File: src/rtl/alu_pkg.sv
// Shared opcode encodings, decode helpers and issue FSM states
// for the vector ALU issue path and the ALU controller.
package alu_pkg;

  typedef enum logic [3:0] {
    INST_ANDVE = 4'd0,
    INST_ANDVV = 4'd1,
    INST_ORVE  = 4'd2,
    INST_ORVV  = 4'd3,
    INST_XORE  = 4'd4,
    INST_XORVV = 4'd5,
    INST_ADDVV = 4'd6,
    INST_SUBVV = 4'd7,
    INST_SLLVV = 4'd8,
    INST_SRLVV = 4'd9,
    INST_SVV   = 4'd10,
    INST_SVE   = 4'd11,
    INST_RVV   = 4'd12,
    INST_RVE   = 4'd13
  } inst_op_e;

  typedef enum logic [1:0] {
    IDLE,
    START,
    WAIT_RDY,
    WB
  } issue_state_e;

  function automatic logic is_vector_scalar(
    input logic [3:0] op
  );
    return op inside {INST_ANDVE, INST_ORVE,
                      INST_XORE, INST_SVE,
                      INST_RVE};
  endfunction

  function automatic logic is_legal_alu_op(
    input logic [3:0] op
  );
    return op <= INST_RVE;
  endfunction

endpackage

File: src/rtl/alu_issue_ctrl_fifo.sv
// Circular instruction queue between decode and the issue FSM.
// Head entry is presented combinationally on rdata.
module vec_instr_fifo #(
  parameter int WIDTH = 13,
  parameter int DEPTH = 4
) (
  input  logic             clk,
  input  logic             reset,
  input  logic             push,
  input  logic             pop,
  input  logic [WIDTH-1:0] wdata,
  output logic [WIDTH-1:0] rdata,
  output logic             full,
  output logic             empty
);

  localparam int AW = $clog2(DEPTH);

  logic [WIDTH-1:0] mem_q [DEPTH];
  logic [AW-1:0]    wr_q;
  logic [AW-1:0]    rd_q;
  logic [AW:0]      cnt_q;
  logic             do_push;
  logic             do_pop;

  assign full    = cnt_q == (AW+1)'(DEPTH);
  assign empty   = cnt_q == '0;
  assign do_push = push && !full;
  assign do_pop  = pop && !empty;
  assign rdata   = mem_q[rd_q];

  always_ff @(posedge clk or posedge reset) begin
    if (reset) begin
      wr_q  <= '0;
      rd_q  <= '0;
      cnt_q <= '0;
    end else begin
      if (do_push) wr_q <= wr_q + AW'(1);
      if (do_pop)  rd_q <= rd_q + AW'(1);
      cnt_q <= cnt_q + (AW+1)'(do_push)
                     - (AW+1)'(do_pop);
    end
  end

  // Storage needs no reset: pointers define validity.
  always_ff @(posedge clk) begin
    if (do_push) mem_q[wr_q] <= wdata;
  end

endmodule

File: src/rtl/alu_issue_ctrl.sv
// Queues decoded vector ALU instructions and issues them one at a
// time over the start/ready handshake, with writeback and watchdog.
module alu_issue_ctrl
  import alu_pkg::*;
#(
  parameter int REG_ADDR_W = 3,
  parameter int FIFO_DEPTH = 4,
  parameter int TIMEOUT    = 8
) (
  input  logic                  clk,
  input  logic                  reset,
  input  logic                  instr_valid,
  output logic                  instr_ready,
  input  logic [3:0]            instr_op,
  input  logic [REG_ADDR_W-1:0] instr_vd,
  input  logic [REG_ADDR_W-1:0] instr_vs1,
  input  logic [REG_ADDR_W-1:0] instr_vs2,
  output logic                  alu_start,
  output logic [3:0]            alu_op,
  input  logic                  alu_rdy,
  output logic [REG_ADDR_W-1:0] rf_rd_addr_a,
  output logic [REG_ADDR_W-1:0] rf_rd_addr_b,
  output logic                  src_b_scalar,
  output logic                  wb_en,
  output logic [REG_ADDR_W-1:0] wb_addr,
  output logic                  busy,
  output logic                  illegal_op,
  output logic                  timeout_err
);

  localparam int W  = REG_ADDR_W;
  localparam int EW = 4 + 3 * W;
  localparam int CW = $clog2(TIMEOUT);

  issue_state_e state_q, state_d;
  logic [CW-1:0] cnt_q, cnt_d;
  logic [3:0]    op_q;
  logic [W-1:0]  vd_q, vs1_q, vs2_q;
  logic          scl_q, ill_q, tmo_q, tmo_d;
  logic          full, empty, pop, hs, push;
  logic [EW-1:0] head;
  logic [3:0]    hd_op;

  assign instr_ready = !full && !reset;
  assign hs          = instr_valid && instr_ready;
  assign push        = hs && is_legal_alu_op(instr_op);
  assign hd_op       = head[EW-1 -: 4];

  vec_instr_fifo #(
    .WIDTH (EW),
    .DEPTH (FIFO_DEPTH)
  ) u_fifo (
    .clk   (clk),
    .reset (reset),
    .push  (push),
    .pop   (pop),
    .wdata ({instr_op, instr_vd,
             instr_vs1, instr_vs2}),
    .rdata (head),
    .full  (full),
    .empty (empty)
  );

  always_comb begin
    state_d = state_q;
    cnt_d   = cnt_q;
    pop     = 1'b0;
    tmo_d   = 1'b0;
    unique case (state_q)
      IDLE: begin
        if (!empty) begin
          pop     = 1'b1;
          state_d = START;
        end
      end
      START: begin
        state_d = WAIT_RDY;
        cnt_d   = '0;
      end
      WAIT_RDY: begin
        if (alu_rdy) begin
          state_d = WB;
        end else if (cnt_q == CW'(TIMEOUT - 1)) begin
          state_d = IDLE;
          tmo_d   = 1'b1;
        end else begin
          cnt_d = cnt_q + CW'(1);
        end
      end
      WB: begin
        if (!empty) begin
          pop     = 1'b1;
          state_d = START;
        end else begin
          state_d = IDLE;
        end
      end
      default: state_d = IDLE;
    endcase
  end

  always_ff @(posedge clk or posedge reset) begin
    if (reset) begin
      state_q <= IDLE;
      cnt_q   <= '0;
      op_q    <= '0;
      vd_q    <= '0;
      vs1_q   <= '0;
      vs2_q   <= '0;
      scl_q   <= 1'b0;
      ill_q   <= 1'b0;
      tmo_q   <= 1'b0;
    end else begin
      state_q <= state_d;
      cnt_q   <= cnt_d;
      ill_q   <= hs && !is_legal_alu_op(instr_op);
      tmo_q   <= tmo_d;
      // Operand fields hold until the next pop.
      if (pop) begin
        op_q  <= hd_op;
        vd_q  <= head[3*W-1 -: W];
        vs1_q <= head[2*W-1 -: W];
        vs2_q <= head[W-1:0];
        scl_q <= is_vector_scalar(hd_op);
      end
    end
  end

  assign alu_start    = state_q == START;
  assign wb_en        = state_q == WB;
  assign alu_op       = op_q;
  assign rf_rd_addr_a = vs1_q;
  assign rf_rd_addr_b = vs2_q;
  assign src_b_scalar = scl_q;
  assign wb_addr      = vd_q;
  assign illegal_op   = ill_q;
  assign timeout_err  = tmo_q;
  assign busy         = !empty || state_q != IDLE;

endmodule

File: config.mk
export PLATFORM = sky130hd
export DESIGN_NAME = alu_issue_ctrl
export DESIGN_NICKNAME = d
export VERILOG_FILES = /design/src/rtl/alu_pkg.sv /design/src/rtl/alu_issue_ctrl_fifo.sv /design/src/rtl/alu_issue_ctrl.sv
export SDC_FILE = /design/constraint.sdc
export NUM_CORES = 1
export LEC_CHECK = 0
export BUFFER_PORTS_ARGS = -buffer_cell sky130_fd_sc_hd__buf_4
export CAP_MARGIN = 20
export CORE_MARGIN = 5
export CORE_UTILIZATION = 64
export CTS_BUF_LIST = sky130_fd_sc_hd__clkbuf_8
export CTS_CLUSTER_DIAMETER = 50
export DETAILED_ROUTE_END_ITERATION = 8
export GPL_TIMING_DRIVEN = 0
export PLACE_DENSITY = 0.85
export SKIP_LAST_GASP = 1
export SLEW_MARGIN = 30
export SYNTH_ARGS = -nofsm -noshare
export SYNTH_HDL_FRONTEND = slang
export SYNTH_SLANG_ARGS = --single-unit
File: constraint.sdc
create_clock -name clk -period 4.6 [get_ports clk]
set_clock_uncertainty 0.1 [all_clocks]
set_input_delay 1.15 -clock clk [delete_from_list [all_inputs] [get_ports clk]]
set_output_delay 1.15 -clock clk [all_outputs]
set_load 0.05 [all_outputs]
==> results.md <==
| Result | This run |
|:---|:---|
| Outcome | finished clean |
| Full die area | 0.00658 mm^2 |
| Critical path class | in2out |
| Max-cap viol count | 0 |
| Number of endpoints failing setup at the final stage | 0 |
| Core outline area | 0.00482 mm^2 |
| Post-CTS clock slew at the launch and capture registers of the worst setup and hold paths | 0.07 ns |
| Worst-case headroom to the max-slew limit | 52.7% |
| Largest net degree at the start of global routing | 29 |
| Total DRC errors in the routed layout | 0 |
| Skew-Pair Late Insertion Delay | 0.33 ns |
| Synthesized area | 0.00324 mm^2 |
| Cts hold-fix bufs | 0 |
| Per-instance average area after synthesis | 18.0 um^2 |
| Share of the synthesized area in the top cell type | 48.3% |
| Count of flip-flops with a built-in enable after synthesis | 52 |
| Total via count after detailed routing | 1689 |
| Internal portion of total power | 1.75 mW |
| Sw Ratio | 36.7% |
| Final count of hold timing violations | 0 |
| Post-Place Setup Slack | 1.58 ns |
| Avg Vias per Cell | 5.65 |
| Drt pass-1 iters | 4 |
| Number of max-slew violations in the final report | 0 |
| Maximum fanout along the worst path | 3 |
| Part of the power in registers | 37.3% |
| Setup TNS | 0 ns |
| Fill count | 274 |
| Clk pwr share | 20.0% |
| Cell type with the largest total area after synthesis | sky130_fd_sc_hd__edfxtp_1 |
| Post-CTS Resized | 0 |
| # placed instances | 283 |
| All-Layer GR Usage | 19.9% |
| Non-filler instance count after layout | 299 |
| # H-tree levels | 3 |
| First-pass GRT wire length | 9.18 mm |
| Nature of the critical path startpoint | primary input |
| Number of DRC violations after detailed-routing iteration 0 | 122 |
| Total Nets Final | 258 |
| Warnings, synthesis | 0 |
| Total grt overflow | 0 |
| Total inserted antenna cells | 0 |
| Number of setup buffers added after CTS | 0 |
| CP Data Arrival Time | 1.82 ns |
| Fraction of the yosys area taken by sequential cells | 69.9% |
| Maximum clock rate | 326 MHz |
| PD cells | 725 mW/mm^2 |
| Final critical-path required period | 3.07 ns |
| Switching power of the nets | 1.01 mW |
| Placement Rows | 25 |
| Maximum number of buffers from clock root to sink | 2 |
| Root cell of the clock tree | sky130_fd_sc_hd__clkbuf_8 |
| Final Cycle Share | 66.6% |
| Detail Route Antenna Nets | 0 |
| Effective utilization at floorplan | 67.2% |
| Synthesis-to-finish area growth | 17.8% |
| Count leader, synth | sky130_fd_sc_hd__edfxtp_1 |
| Combinational cell fraction of total power | 42.7% |
| Final setup margin | 1.53 ns |
| Required time of the critical path | 3.35 ns |
| Routed WL per cell | 19.2 um |
| Pin slew with the least headroom to its limit | 0.709 ns |
| Top post-synthesis cells by area | sky130_fd_sc_hd__edfxtp_1, sky130_fd_sc_hd__dfrtp_1, sky130_fd_sc_hd__mux4_2, sky130_fd_sc_hd__ha_1, sky130_fd_sc_hd__mux2_2 |
| WL final | 5.75 mm |
| Primary flip-flop cell chosen by synthesis mapping | sky130_fd_sc_hd__edfxtp_1 |
| Die Width | 81.1 um |
| Post-Synthesis Cells | 180 |
| CTS buffer count | 9 |
| Synth async-reset ratio | 35.0% |
| Total number of clock tree sinks | 80 |
| Half-perimeter wire length after placement | 3.81 mm |
| Crit. End Element | output port |
| Leakage dissipation | 1.50 nW |
| Number of global-route vias before repair | 1778 |
| Floorplan die height | 81.1 um |
| Clock tree from TritonCTS | built |
| Placer congestion estimate | 0.760 |
| Leading cell types by count after synthesis | sky130_fd_sc_hd__edfxtp_1, sky130_fd_sc_hd__dfrtp_1, sky130_fd_sc_hd__mux2_2 |
| Synth cell types | 30 |
| Quantity of I/O buffers inserted on ports | 36 |
| Post-Syn Nets | 211 |
| Top-level port count | 37 |
| Peak supply drop | 0.000408 V |
| Initial antenna violation count | 0 |
| Share of cells above drive strength 1 | 37.9% |
| RSZ-0062 raised after global routing | no |
| Hold crit path type | reg2reg |
| Number of register bits inferred by synthesis | 80 |
[path summary, 6_finish.rpt]
kind	from	to	slack (ns)	cells after the start
max in group asynchronous	reset	rf_rd_addr_a[1]$_DFFE_PP0P_	3.19	2
max	reset	instr_ready	1.53	3
min reg2reg	alu_op[1]$_DFFE_PP0P_	alu_op[1]$_DFFE_PP0P_	0.41	1
min	alu_op[1]$_DFFE_PP0P_	alu_op[1]$_DFFE_PP0P_	0.41	1
min in group asynchronous	reset	state_q[1]$_DFFE_PP0P_	0.80	2
max reg2reg	state_q[0]$_DFFE_PP0P_	u_fifo.cnt_q[2]$_DFF_PP0_	1.78	9
[kinds of logic (layout without fill, tap and decap cells)]
kind of cell               after synthesis  in the layout  share of synthesized area (%)
xor gates and xnor gates                 5              5                           1.35
AOI/OAI and AO/OA                       13             13                           2.82
buffers and inverters                   18             70                           2.44
and+or+nand+nor                         22             22                           3.44
muxes                                   28             28                           14.4
DFF                                     80             80                           69.9
adders and majority gates               14             14                           5.65
[worst max-delay path, stage by stage]
cell and delay [ns]:
sky130_fd_sc_hd__buf_4 0.11, sky130_fd_sc_hd__a31oi_1 0.28, sky130_fd_sc_hd__buf_4 0.27
[registers in the layout (all words and copies together) (netlist names)]
signal	flops
src_b_scalar	1
rf_rd_addr_b	3
rf_rd_addr_a	3
timeout_err	1
cnt_q	3
u_fifo.mem_q	52
wb_addr	3
alu_op	4
illegal_op	1
u_fifo.cnt_q	3
state_q	2
u_fifo.rd_q	2
u_fifo.wr_q	2
[stage by stage]
| step | total power, mW | utilization, % | hold slack, ns | cell area (um^2) |
|---|---|---|---|---|
| after CTS | 2.79 | 79.1 | 0.412 | 3810 |
| after floorplan | 1.93 | - | 0.354 | 3240 |
| final | 2.76 | 79.1 | 0.409 | 3810 |
| after global routing | 2.92 | 79.1 | 0.431 | 3810 |
| after global placement | 2.16 | 74.5 | 0.367 | 3590 |
| after detailed placement | 2.23 | 74.5 | 0.393 | 3590 |
[cells in the final DEF, fill, tap and decap left out, types with 2 or more instances in the layout]
| cell type | count |
|---|---|
| sky130_fd_sc_hd__ha_1 | 13 |
| sky130_fd_sc_hd__inv_1 | 13 |
| sky130_fd_sc_hd__buf_2 | 3 |
| sky130_fd_sc_hd__bufinv_16 | 2 |
| sky130_fd_sc_hd__edfxtp_1 | 52 |
| sky130_fd_sc_hd__a22oi_1 | 2 |
| sky130_fd_sc_hd__clkbuf_8 | 10 |
| sky130_fd_sc_hd__dfrtp_1 | 28 |
| sky130_fd_sc_hd__nor2_1 | 6 |
| sky130_fd_sc_hd__a31oi_1 | 2 |
| sky130_fd_sc_hd__nand2_1 | 5 |
| sky130_fd_sc_hd__xnor2_1 | 3 |
| sky130_fd_sc_hd__o21ai_0 | 3 |
| sky130_fd_sc_hd__buf_4 | 36 |
| sky130_fd_sc_hd__mux4_2 | 13 |
| sky130_fd_sc_hd__a21oi_1 | 2 |
| sky130_fd_sc_hd__mux2_2 | 14 |
| sky130_fd_sc_hd__nand3_1 | 2 |
| sky130_fd_sc_hd__xor2_1 | 2 |
| sky130_fd_sc_hd__and2_1 | 4 |
[power by group through the flow]
stage / clock [mW] / combinational, mW / sequential (mW)
floorplan: 0 / 0.683 / 1.24
global placement: 0 / 1.13 / 1.03
detailed placement: 0 / 1.19 / 1.05
CTS: 0.564 / 1.19 / 1.03
global route: 0.598 / 1.28 / 1.05
finish: 0.553 / 1.18 / 1.03
[per-layer routing]
layer | share of wire, % | vias up | routed length, um | global-route usage, %
met2 | 55 | 49 | 3190 | 35.6
met3 | 4.6 | 5 | 264 | 3.88
met1 | 39 | 866 | 2230 | 23.7
met4 | 1.3 | 0 | 72 | 8.11
li1 | - | 769 | - | -
met5 | 0 | - | 0 | 0
[cell type report]
cell class	count	area, um^2	area share (%)
multi-input combinational	82	895	23.5
clock inverter	6	83.8	2.20
buffer	5	30.0	0.788
sequential	80	2260	59.4
inverter	13	48.8	1.28
clock buffer	10	138	3.61
tap	67	83.8	2.20
timing repair buffer	36	270	7.09
Note: power is estimated with default switching activity, not from simulation.
